## config.mk

```make
export PLATFORM = sky130hd
export DESIGN_NAME = ethernet_rx
export DESIGN_NICKNAME = d
export VERILOG_FILES = /design/src/rtl/ethernet_rx.sv
export SDC_FILE = /design/constraint.sdc
export NUM_CORES = 1
export LEC_CHECK = 0
export BUFFER_PORTS_ARGS = -buffer_cell sky130_fd_sc_hd__buf_2
export CAP_MARGIN = 40
export CORE_ASPECT_RATIO = 1.75
export CORE_MARGIN = 2
export CORE_UTILIZATION = 45
export DETAILED_ROUTE_END_ITERATION = 7
export SKIP_CTS_REPAIR_TIMING = 1
export SLEW_MARGIN = 20
export SYNTH_ARGS = -nofsm -noshare
export SYNTH_HDL_FRONTEND = slang
export SYNTH_SLANG_ARGS = --single-unit
```

## constraint.sdc

```tcl
create_clock -name clk -period 5.2 [get_ports clk]
set_clock_uncertainty 0.15 [all_clocks]
set_input_delay 0 -clock clk [delete_from_list [all_inputs] [get_ports clk]]
set_output_delay 0 -clock clk [all_outputs]
set_load 0.05 [all_outputs]
```

## src/rtl/ethernet_rx.sv

```systemverilog
// RMII receive path: deserialises dibits, filters on destination MAC and
// ethertype, checks the CRC-32 FCS and turns a 5-byte payload into one
// single-cycle bus request.
module ethernet_rx #(
    parameter logic [47:0] FPGA_MAC  = 48'h12_34_56_78_9A_BC,
    parameter logic [15:0] ETHERTYPE = 16'h0002
) (
    input  logic        clk,
    input  logic        rst,
    input  logic        crsdv,
    input  logic [1:0]  rxd,
    output logic [15:0] addr_o,
    output logic [15:0] wdata_o,
    output logic        rw_o,
    output logic        valid_o
);

    typedef enum logic [2:0] {
        WAIT_QUIET, IDLE, PREAMBLE, DEST, SRC, ETYPE, PAYLOAD, DROP
    } state_t;

    localparam logic [31:0] CRC_POLY_R  = 32'hEDB88320;   // 0x04C11DB7 bit-reversed
    localparam logic [31:0] CRC_RESIDUE = 32'hDEBB20E3;
    localparam logic [10:0] MAX_LEN     = 11'd1518;
    localparam logic [10:0] MIN_LEN     = 11'd64;

    state_t      r_state, w_next;
    logic [5:0]  r_byte;        // upper six bits of the byte being assembled
    logic [1:0]  r_dib;
    logic [10:0] r_bcnt;        // completed bytes since the SFD
    logic [39:0] r_field;       // last five completed bytes, for field compares
    logic [31:0] r_crc;
    logic        r_sh_rw;
    logic [15:0] r_sh_addr, r_sh_wdata;
    logic        r_rw, r_valid;
    logic [15:0] r_addr, r_wdata;

    logic        w_in_frame, w_shift, w_byte_done, w_too_long, w_accept;
    logic [7:0]  w_new_byte;

    // Reflected CRC-32 advanced by one dibit, bit 0 first on the wire
    function automatic logic [31:0] f_crc_dibit(input logic [31:0] c_in, input logic [1:0] d);
        logic [31:0] c;
        logic        fb;
        c = c_in;
        for (int i = 0; i < 2; i++) begin
            fb = c[0] ^ d[i];
            c  = {1'b0, c[31:1]} ^ (fb ? CRC_POLY_R : 32'h0);
        end
        return c;
    endfunction

    assign w_in_frame  = (r_state == DEST) || (r_state == SRC) ||
                         (r_state == ETYPE) || (r_state == PAYLOAD);
    assign w_shift     = w_in_frame && crsdv;
    assign w_new_byte  = {rxd, r_byte};
    assign w_byte_done = w_shift && (r_dib == 2'd3);
    assign w_too_long  = r_bcnt > MAX_LEN;

    // State register
    always_ff @(posedge clk or posedge rst) begin
        if (rst) r_state <= WAIT_QUIET;
        else     r_state <= w_next;
    end

    // Next-state logic
    always_comb begin
        w_next = r_state;
        case (r_state)
            WAIT_QUIET: if (!crsdv) w_next = IDLE;
            IDLE:       if (crsdv) w_next = PREAMBLE;
            PREAMBLE: begin
                if (!crsdv)              w_next = IDLE;
                else if (rxd == 2'b11)   w_next = DEST;
                else if (rxd == 2'b10)   w_next = DROP;
            end
            DEST: begin
                if (!crsdv) w_next = IDLE;
                else if (w_byte_done && r_bcnt == 11'd5)
                    w_next = ({r_field, w_new_byte} == FPGA_MAC) ? SRC : DROP;
            end
            SRC: begin
                if (!crsdv) w_next = IDLE;
                else if (w_byte_done && r_bcnt == 11'd11) w_next = ETYPE;
            end
            ETYPE: begin
                if (!crsdv) w_next = IDLE;
                else if (w_byte_done && r_bcnt == 11'd13)
                    w_next = ({r_field[7:0], w_new_byte} == ETHERTYPE) ? PAYLOAD : DROP;
            end
            PAYLOAD: begin
                if (!crsdv)          w_next = IDLE;
                else if (w_too_long) w_next = DROP;
            end
            DROP:       if (!crsdv) w_next = IDLE;
            default:    w_next = WAIT_QUIET;
        endcase
    end

    // Output decode: end-of-frame acceptance test
    always_comb begin
        w_accept = 1'b0;
        if (r_state == PAYLOAD && !crsdv)
            w_accept = (r_bcnt >= MIN_LEN) && !w_too_long &&
                       (r_dib == 2'd0) && (r_crc == CRC_RESIDUE);
    end

    // Dibit shifter, byte/dibit counters and running CRC; cleared outside a frame
    always_ff @(posedge clk or posedge rst) begin
        if (rst) begin
            r_byte  <= '0;
            r_dib   <= '0;
            r_bcnt  <= '0;
            r_field <= '0;
            r_crc   <= 32'hFFFF_FFFF;
        end else if (!w_in_frame) begin
            r_dib   <= '0;
            r_bcnt  <= '0;
            r_crc   <= 32'hFFFF_FFFF;
        end else if (crsdv) begin
            r_byte <= w_new_byte[7:2];
            r_dib  <= r_dib + 2'd1;
            r_crc  <= f_crc_dibit(r_crc, rxd);
            if (r_dib == 2'd3) begin
                r_field <= {r_field[31:0], w_new_byte};
                if (r_bcnt != 11'h7FF) r_bcnt <= r_bcnt + 11'd1;
            end
        end
    end

    // Shadow capture of payload bytes 0..4 (frame offsets 14..18)
    always_ff @(posedge clk or posedge rst) begin
        if (rst) begin
            r_sh_rw    <= 1'b0;
            r_sh_addr  <= '0;
            r_sh_wdata <= '0;
        end else if (w_byte_done && r_state == PAYLOAD) begin
            case (r_bcnt)
                11'd14:  r_sh_rw           <= w_new_byte[0];
                11'd15:  r_sh_addr[15:8]   <= w_new_byte;
                11'd16:  r_sh_addr[7:0]    <= w_new_byte;
                11'd17:  r_sh_wdata[15:8]  <= w_new_byte;
                11'd18:  r_sh_wdata[7:0]   <= w_new_byte;
                default: ;
            endcase
        end
    end

    // Request outputs: published only on accept, held otherwise
    always_ff @(posedge clk or posedge rst) begin
        if (rst) begin
            r_valid <= 1'b0;
            r_rw    <= 1'b0;
            r_addr  <= '0;
            r_wdata <= '0;
        end else begin
            r_valid <= w_accept;
            if (w_accept) begin
                r_rw    <= r_sh_rw;
                r_addr  <= r_sh_addr;
                r_wdata <= r_sh_wdata;
            end
        end
    end

    assign addr_o  = r_addr;
    assign wdata_o = r_wdata;
    assign rw_o    = r_rw;
    assign valid_o = r_valid;

endmodule
```

==> results of run 1 <==
==> registers in the layout, indices dropped and copies added, names as in the netlist <==
signal	count
r_crc	32
r_sh_wdata	16
addr_o	16
r_field	40
r_byte	6
r_bcnt	11
r_dib	2
r_state	3
r_sh_addr	16
r_sh_rw	1
rw_o	1
valid_o	1
wdata_o	16
==> cell type report <==
cell class              instances  area, um^2  share of cell area, %
flip-flops and latches        161        4070                   49.9
inverters                      11        46.3                  0.568
clock inverters                14         151                   1.86
clock buffers                  18         429                   5.26
multi-input cells             351        2880                   35.4
repair buffers                 53         340                   4.17
well taps                     186         233                   2.85
==> layout by cell type (no fill, tap or decap), types with 6 or more instances in the layout <==
master,n
mux2_2,111
inv_1,10
buf_4,9
nand3_1,7
clkinv_4,6
o21ai_0,19
dfstp_2,32
nor2_1,14
mux2i_1,21
ha_1,6
a21oi_1,6
nor4bb_1,6
clkbuf_16,17
xnor2_1,27
nand2_1,58
nand4_1,6
dfrtp_1,129
buf_2,38
==> cells in the mapped netlist (all sizes together) (2+ instances only) <==
cell type,instances
a211oi,2
a21oi,6
and2,3
and4b,5
buf,14
clkbuf,12
dfrtp,129
dfstp,32
ha,6
inv,11
mux2,112
mux2i,21
nand2,61
nand3,7
nand4,6
nand4b,4
nor2,14
nor2b,4
nor3,4
nor3b,3
nor4,6
nor4b,3
nor4bb,6
o21ai,19
o22ai,2
or3,2
or4,6
xnor2,28
xor2,3
==> power groups by stage <==
stage	logic (mW)	clock network (mW)	registers, mW
6_report	0.647	1.21	1.66
5_1_grt	0.733	1.29	1.68
4_1_cts	0.658	1.24	1.66
3_5_place_dp	0.653	0	1.68
3_3_place_gp	0.601	0	1.68
2_1_floorplan	0.503	0	1.58
==> through the flow <==
step	instance area [um^2]	utilization, %	hold WS [ns]
after global placement	7470	48.6	0.168
after floorplan	7090	-	0.168
final	8150	53.0	-0.0128
after CTS	8110	52.7	-0.552
after global routing	8150	53.0	0.0260
after detailed placement	7530	48.9	-0.0979
==> worst max-delay path by stage <==
| stage | from | endpoint | slack, ns | cells after the start |
|---|---|---|---|---|
| floorplan | rst | addr_o[0] | 0.75 | 1 |
| finish | crsdv | addr_o[9] | 2.45 | 9 |
| global route | crsdv | rw_o | 2.23 | 9 |
| CTS | r_state[2] | rw_o | 2.47 | 6 |
| global placement | r_state[2] | addr_o[0] | 2.56 | 6 |
| detailed placement | r_state[2] | wdata_o[2] | 2.48 | 6 |
==> layer usage <==
layer  vias up  GRT usage (%)  wire [um]
met5         -              0          0
met4         0           6.85        252
met3        21           3.45        266
met2        45           33.6       8180
met1      2253           20.4       5660
li1       2027              -          -
==> cell families (layout without fill, tap and decap cells) <==
group | count (synthesis) | in the layout | share of synthesized area (%)
AOI/OAI and AO/OA | 40 | 40 | 3.50
xor gates and xnor gates | 31 | 31 | 3.83
adders and majority gates | 6 | 6 | 1.06
buffers and inverters | 37 | 96 | 2.17
DFF | 161 | 161 | 57.4
muxes | 133 | 133 | 20.8
and+or+nand+nor | 141 | 141 | 11.3
==> worst max-delay path, delay by kind of cell <==
kind	cells	cell delay (ns)
compound gates	1	0.57
mux	1	0.32
buf+inv	4	1.39
simple gates	3	0.61
==> impl_metrics.json, run 1 <==
{
  "overflow": 0,
  "fin_hold_ws_ns": -0.0128,
  "synth_ff_type": "dfrtp_1",
  "path_max_fanout": 44,
  "switchingPower_mw": 1.09,
  "yosysTopAreaCellShare_pct": 45.5,
  "cts.sinks": 161,
  "worst_slack_ns": 2.45,
  "avgSynthCellArea_um2": 12.9,
  "cp-start-kind": "input pin",
  "setup_viol": 0,
  "slowest_stage": "a2111oi_0",
  "diodes": 0,
  "clk_pin_slew_ns": 0.06,
  "core.rowCount": 60,
  "synth_enable_flop_cells": 0,
  "syn_nets": 560,
  "synth_area_um2": 7090,
  "relSlewSlack_pct": 61.8,
  "power_frac_clock_pct": 34.5,
  "dpl.hpwl_um": 9940,
  "fillCellCount": 1335,
  "drt_iter0_drc": 171,
  "drt-total-wl_um": 14400,
  "grt_usage_pct": 18.2,
  "yosysTopAreaCell": "dfrtp_1",
  "critical_path.max_stage_delay_ns": 0.57,
  "switching_share_pct": 31.0,
  "drt_first_pass_iters": 4,
  "required_ns": 5.35,
  "ys_seq_area_share_pct": 57.4,
  "synth.ff_latch_count": 161,
  "violations": "hold timing",
  "dieArea_um2": 16800,
  "r2r-end": "addr_o[9]",
  "cp_cell_sequence": "dlygate4sd3_1 > buf_2 > buf_4 > and4b_1 > nand4_1 > a2111oi_0 > nand3_1 > buf_4 > mux2_2",
  "worst_pin_slew_ns": 0.558,
  "io_pins": 39,
  "grt_max_degree": 76,
  "total_power_mw": 3.52,
  "yosys-top-cells-area": "dfrtp_1 46%, mux2_2 18%, dfstp_2 12%, xnor2_1 3.5%, nand2_1 3.1%",
  "crit-reg2reg-launch": "r_crc[28]",
  "grt_setup_unrepaired": "no",
  "portBuffers": 38,
  "grt_pass1_vias": 4571,
  "crit_type": "in -> reg",
  "nets": 606,
  "die_w_um": 98.9,
  "clock_path_buffers": 2,
  "dp.cells": 758,
  "cts_root_buffer": "clkbuf_16",
  "htreeDepth": 4,
  "core_um2": 15400,
  "max_freq_ghz": 0.363,
  "clock_latency_ns": 0.43,
  "min_period_ns": 2.75,
  "syn2layout_area_growth_pct": 15.0,
  "drive_gt1_share_pct": 38.8,
  "p_int_mw": 2.43,
  "vias": 4346,
  "p_leak_nw": 3.89,
  "fin_setup_tns_ns": 0,
  "gp_congestion": 0.874,
  "p_seq_share_pct": 47.1,
  "initial_utilization_pct": 46.1,
  "crit_top_cell": "buf_4",
  "synth_cells": 549,
  "hold_violations": 20,
  "maxCapViolCount": 0,
  "synth-async-reset-ratio_pct": 100,
  "pre_cts_ws_ns": 2.48,
  "cts_tree": "done",
  "r2r_setup_slack_ns": 2.51,
  "arrival_ns": 2.91,
  "reg2regPathDepth": 6,
  "die_h_um": 170,
  "grt_antenna_before_repair": 0,
  "grt_first_pass_wirelength_um": 23900,
  "drc_errors": 0,
  "wl_per_cell_um": 18.1,
  "yosys_warnings": 0,
  "endpoint_kind": "register",
  "maxSlewViolCount": 0,
  "pwr-share-comb_pct": 18.4,
  "numCtsBuffers": 17,
  "vias_per_cell": 5.47,
  "stdcell_count": 794,
  "synth.distinct_cells": 56,
  "power_density_nw_per_um2": 432,
  "fin_crit_sh_pct": 53.0,
  "antenna_left": 0,
  "irDropWorstVdd_mv": 0.292,
  "status": "finished with violations",
  "min_path_type": "in -> async"
}
No activity file was read; power rests on OpenSTA's default activity.
==> run 2: changes to the inputs <==
--- a/config.mk
+++ b/config.mk
@@ -5,6 +5,7 @@
 export SDC_FILE = /design/constraint.sdc
 export NUM_CORES = 1
 export LEC_CHECK = 0
+export ABC_AREA = 1
 export BUFFER_PORTS_ARGS = -buffer_cell sky130_fd_sc_hd__buf_2
 export CAP_MARGIN = 40
 export CORE_ASPECT_RATIO = 1.75
==> constraint.sdc (replaced) <==
create_clock -name clk -period 2.4 [get_ports clk]
set_clock_uncertainty 0.15 [all_clocks]
set_input_delay 0 -clock clk [delete_from_list [all_inputs] [get_ports clk]]
set_output_delay 0 -clock clk [all_outputs]
set_load 0.05 [all_outputs]
==> run 2 against run 1 <==
  * The flow still finishes with violations (hold timing)
  * Largest cell class unchanged
  * Critical path depth shrank 3
  * Die area rose by 1.7%
  * Flip-flop and latch count is the same
  * Final cell count is 34% higher
  * Synthesized cell count is 48% higher
  * Register-to-register slack worse by 2.3 ns
  * Global-route usage grew 1.9 points
  * Worst setup slack worse by 2.2 ns
  * Sequential power grew 90%
  * Hold slack worse by 0.025 ns
==> impl_metrics.json, run 2 <==
{
  "fin_crit_sh_pct": 91.5,
  "core.rowCount": 61,
  "drt-total-wl_um": 16100,
  "r2r-end": "r_field[37]",
  "maxSlewViolCount": 0,
  "synth_cells": 813,
  "final_common_cell": "nand2_1",
  "clk_pin_slew_ns": 0.07,
  "largest_register_ff_count": 40,
  "yosys.area_share.simple_pct": 22.4,
  "reg_top3": "r_field: 40 flops, r_crc: 32 flops",
  "endpoint_kind": "register",
  "arrival_ns": 2.36,
  "synth_top_family_by_area": "simple AND/OR/NAND/NOR gates",
  "drc_errors": 0,
  "synth.distinct_cells": 37,
  "maxCapViolCount": 0,
  "setup_viol": 0,
  "clock_latency_ns": 0.43,
  "ys_seq_area_share_pct": 56.4,
  "portBuffers": 38,
  "wl_per_cell_um": 15.1,
  "power_density_nw_per_um2": 831,
  "synth.ff_latch_count": 161,
  "hold_violations": 1,
  "initial_utilization_pct": 45.6,
  "r2r_setup_slack_ns": 0.20,
  "clock_path_buffers": 2,
  "fin_area_um2": 8240,
  "yosys_warnings": 0,
  "synth-async-reset-ratio_pct": 100,
  "fin_hold_ws_ns": -0.0379,
  "cp-start-kind": "register",
  "grt_setup_unrepaired": "no",
  "crit_start": "r_dib[0]",
  "diodes": 0,
  "avgSynthCellArea_um2": 8.87,
  "yosysTopAreaCellShare_pct": 44.8,
  "syn2layout_area_growth_pct": 14.3,
  "hold_start": "crsdv",
  "layout_common_cells": "241 x nand2_1, 129 x dfrtp_1, 76 x inv_1",
  "synth-xor-area-share_pct": 2.95,
  "synth_most_common_cell": "nand2_1",
  "cts_tree": "done",
  "irDropWorstVdd_mv": 0.529,
  "p_leak_nw": 4.08,
  "grt_first_pass_wirelength_um": 26600,
  "dieArea_um2": 17100,
  "place_area_um2": 7620,
  "synth_area_um2": 7210,
  "violations": "hold timing",
  "drive_gt1_share_pct": 16.5,
  "yosys-mux-area-fraction_pct": 0.312,
  "required_ns": 2.56,
  "antenna_left": 0,
  "regMostFlops": "r_field",
  "ys_top_cells_by_count": "241 x nand2_1, 129 x dfrtp_1, 77 x inv_1",
  "relSlewSlack_pct": 59.1,
  "grt_usage_pct": 20.0,
  "gp_congestion": 0.926,
  "dpl.hpwl_um": 11500,
  "nets": 872,
  "fin_setup_tns_ns": 0,
  "min_period_ns": 2.20,
  "grt_pass1_vias": 5414,
  "path_max_fanout": 74,
  "crit_type": "reg -> reg",
  "drt_first_pass_iters": 5,
  "status": "finished with violations",
  "cts.sinks": 161,
  "yosys-top-cells-area": "dfrtp_1 45%, nand2_1 13%, dfstp_2 12%, inv_1 4.0%, o21ai_0 3.8%",
  "cts_root_buffer": "clkbuf_16",
  "vias": 5422,
  "numCtsBuffers": 17,
  "die_w_um": 99.7,
  "yosys.area_share.adder_pct": 1.04,
  "reg2regPathDepth": 6,
  "endpoint": "r_field[37]",
  "synth_enable_flop_cells": 0,
  "overflow": 0,
  "io_pins": 39,
  "vias_per_cell": 5.10,
  "grt_max_degree": 75,
  "htreeDepth": 4,
  "worst_pin_slew_ns": 0.614,
  "drt_iter0_drc": 280,
  "syn_nets": 824,
  "synth_ff_type": "dfrtp_1",
  "yosysTopAreaCell": "dfrtp_1",
  "grt_antenna_before_repair": 0,
  "die_h_um": 171,
  "crit-reg2reg-launch": "r_dib[0]",
  "min_path_type": "in -> reg",
  "core_um2": 15800,
  "max_freq_ghz": 0.455,
  "synth_compound_area_share_pct": 10.1
}
==> run 2: changes by cell type in the layout (fill, tap and decap cells not counted), sizes merged, moves of 7 or more <==
cell / previous run / this run
xnor2: 28 / 4
xor2: 3 / 16
nand2: 61 / 247
mux2: 112 / 2
inv: 15 / 87
nand3: 7 / 37
nand4: 6 / 13
o21ai: 19 / 79
a21oi: 6 / 22
nor2: 14 / 73
mux2i: 21 / 0
a22oi: 0 / 15
==> run 2: layer usage <==
metal / track usage [%] / wire length [um] / vias up
met2: 37.1 / 8860 / 88
met5: 0 / 0 / -
met4: 7.39 / 289 / 0
met3: 2.97 / 327 / 23
met1: 23.1 / 6590 / 2599
li1: - / - / 2712
==> run 2: area by class of cell <==
| type | count | area [um^2] |
|---|---|---|
| clock inverter | 15 | 165 |
| tap | 189 | 236 |
| clock buffer | 17 | 425 |
| multi-input combinational | 541 | 2660 |
| inverter | 84 | 322 |
| sequential | 161 | 4070 |
| timing repair buffer | 56 | 370 |
| fill | 1437 | 7550 |
==> run 2: worst min-delay path by stage <==
| stage | endpoint | slack, ns | cells after the start |
|---|---|---|---|
| after floorplan | r_sh_addr[7] | 0.07 | 2 |
| after global placement | r_field[36] | -0.05 | 2 |
| after detailed placement | r_field[36] | -0.05 | 2 |
| after CTS | r_field[36] | -0.50 | 2 |
| after global routing | r_state[0] | 0.04 | 6 |
| final | r_state[0] | -0.04 | 6 |
==> run 2: logic make-up (layout without fill, tap and decap cells) <==
logic type / count (synthesis) / in the layout
AND/OR/NAND/NOR: 384 / 384
flip-flops: 161 / 161
AO/OA/AOI/OAI: 129 / 129
buffers and inverters: 111 / 172
XOR/XNOR: 20 / 20
adder cells (fa/ha/maj): 6 / 6
multiplexers: 2 / 2
==> run 2: metrics by stage <==
stage / hold WS (ns) / std cells / utilization (%) / setup WS, ns / power, mW
floorplan: 0.0732 / 813 / - / 0.233 / 3.91
global placement: -0.0500 / 1028 / 48.2 / 0.223 / 4.25
CTS: -0.504 / 1060 / 52.0 / 0.200 / 6.94
detailed placement: -0.0519 / 1028 / 48.2 / 0.209 / 4.27
global route: 0.0399 / 1063 / 52.2 / 0.0768 / 7.20
finish: -0.0379 / 1063 / 52.2 / 0.204 / 6.85
==> run 2: critical path: stages, from the launching register on <==
cell and delay [ns]:
dfrtp_1 0.42, ha_1 0.22, nand2_1 0.08, inv_1 0.14
nand2_4 0.14, buf_4 0.51, mux2_2 0.40
==> run 2: where the power goes <==
part | internal (mW) | switching (mW)
logic | 0.324 | 0.731
clock network | 1.39 | 1.24
registers | 2.99 | 0.174
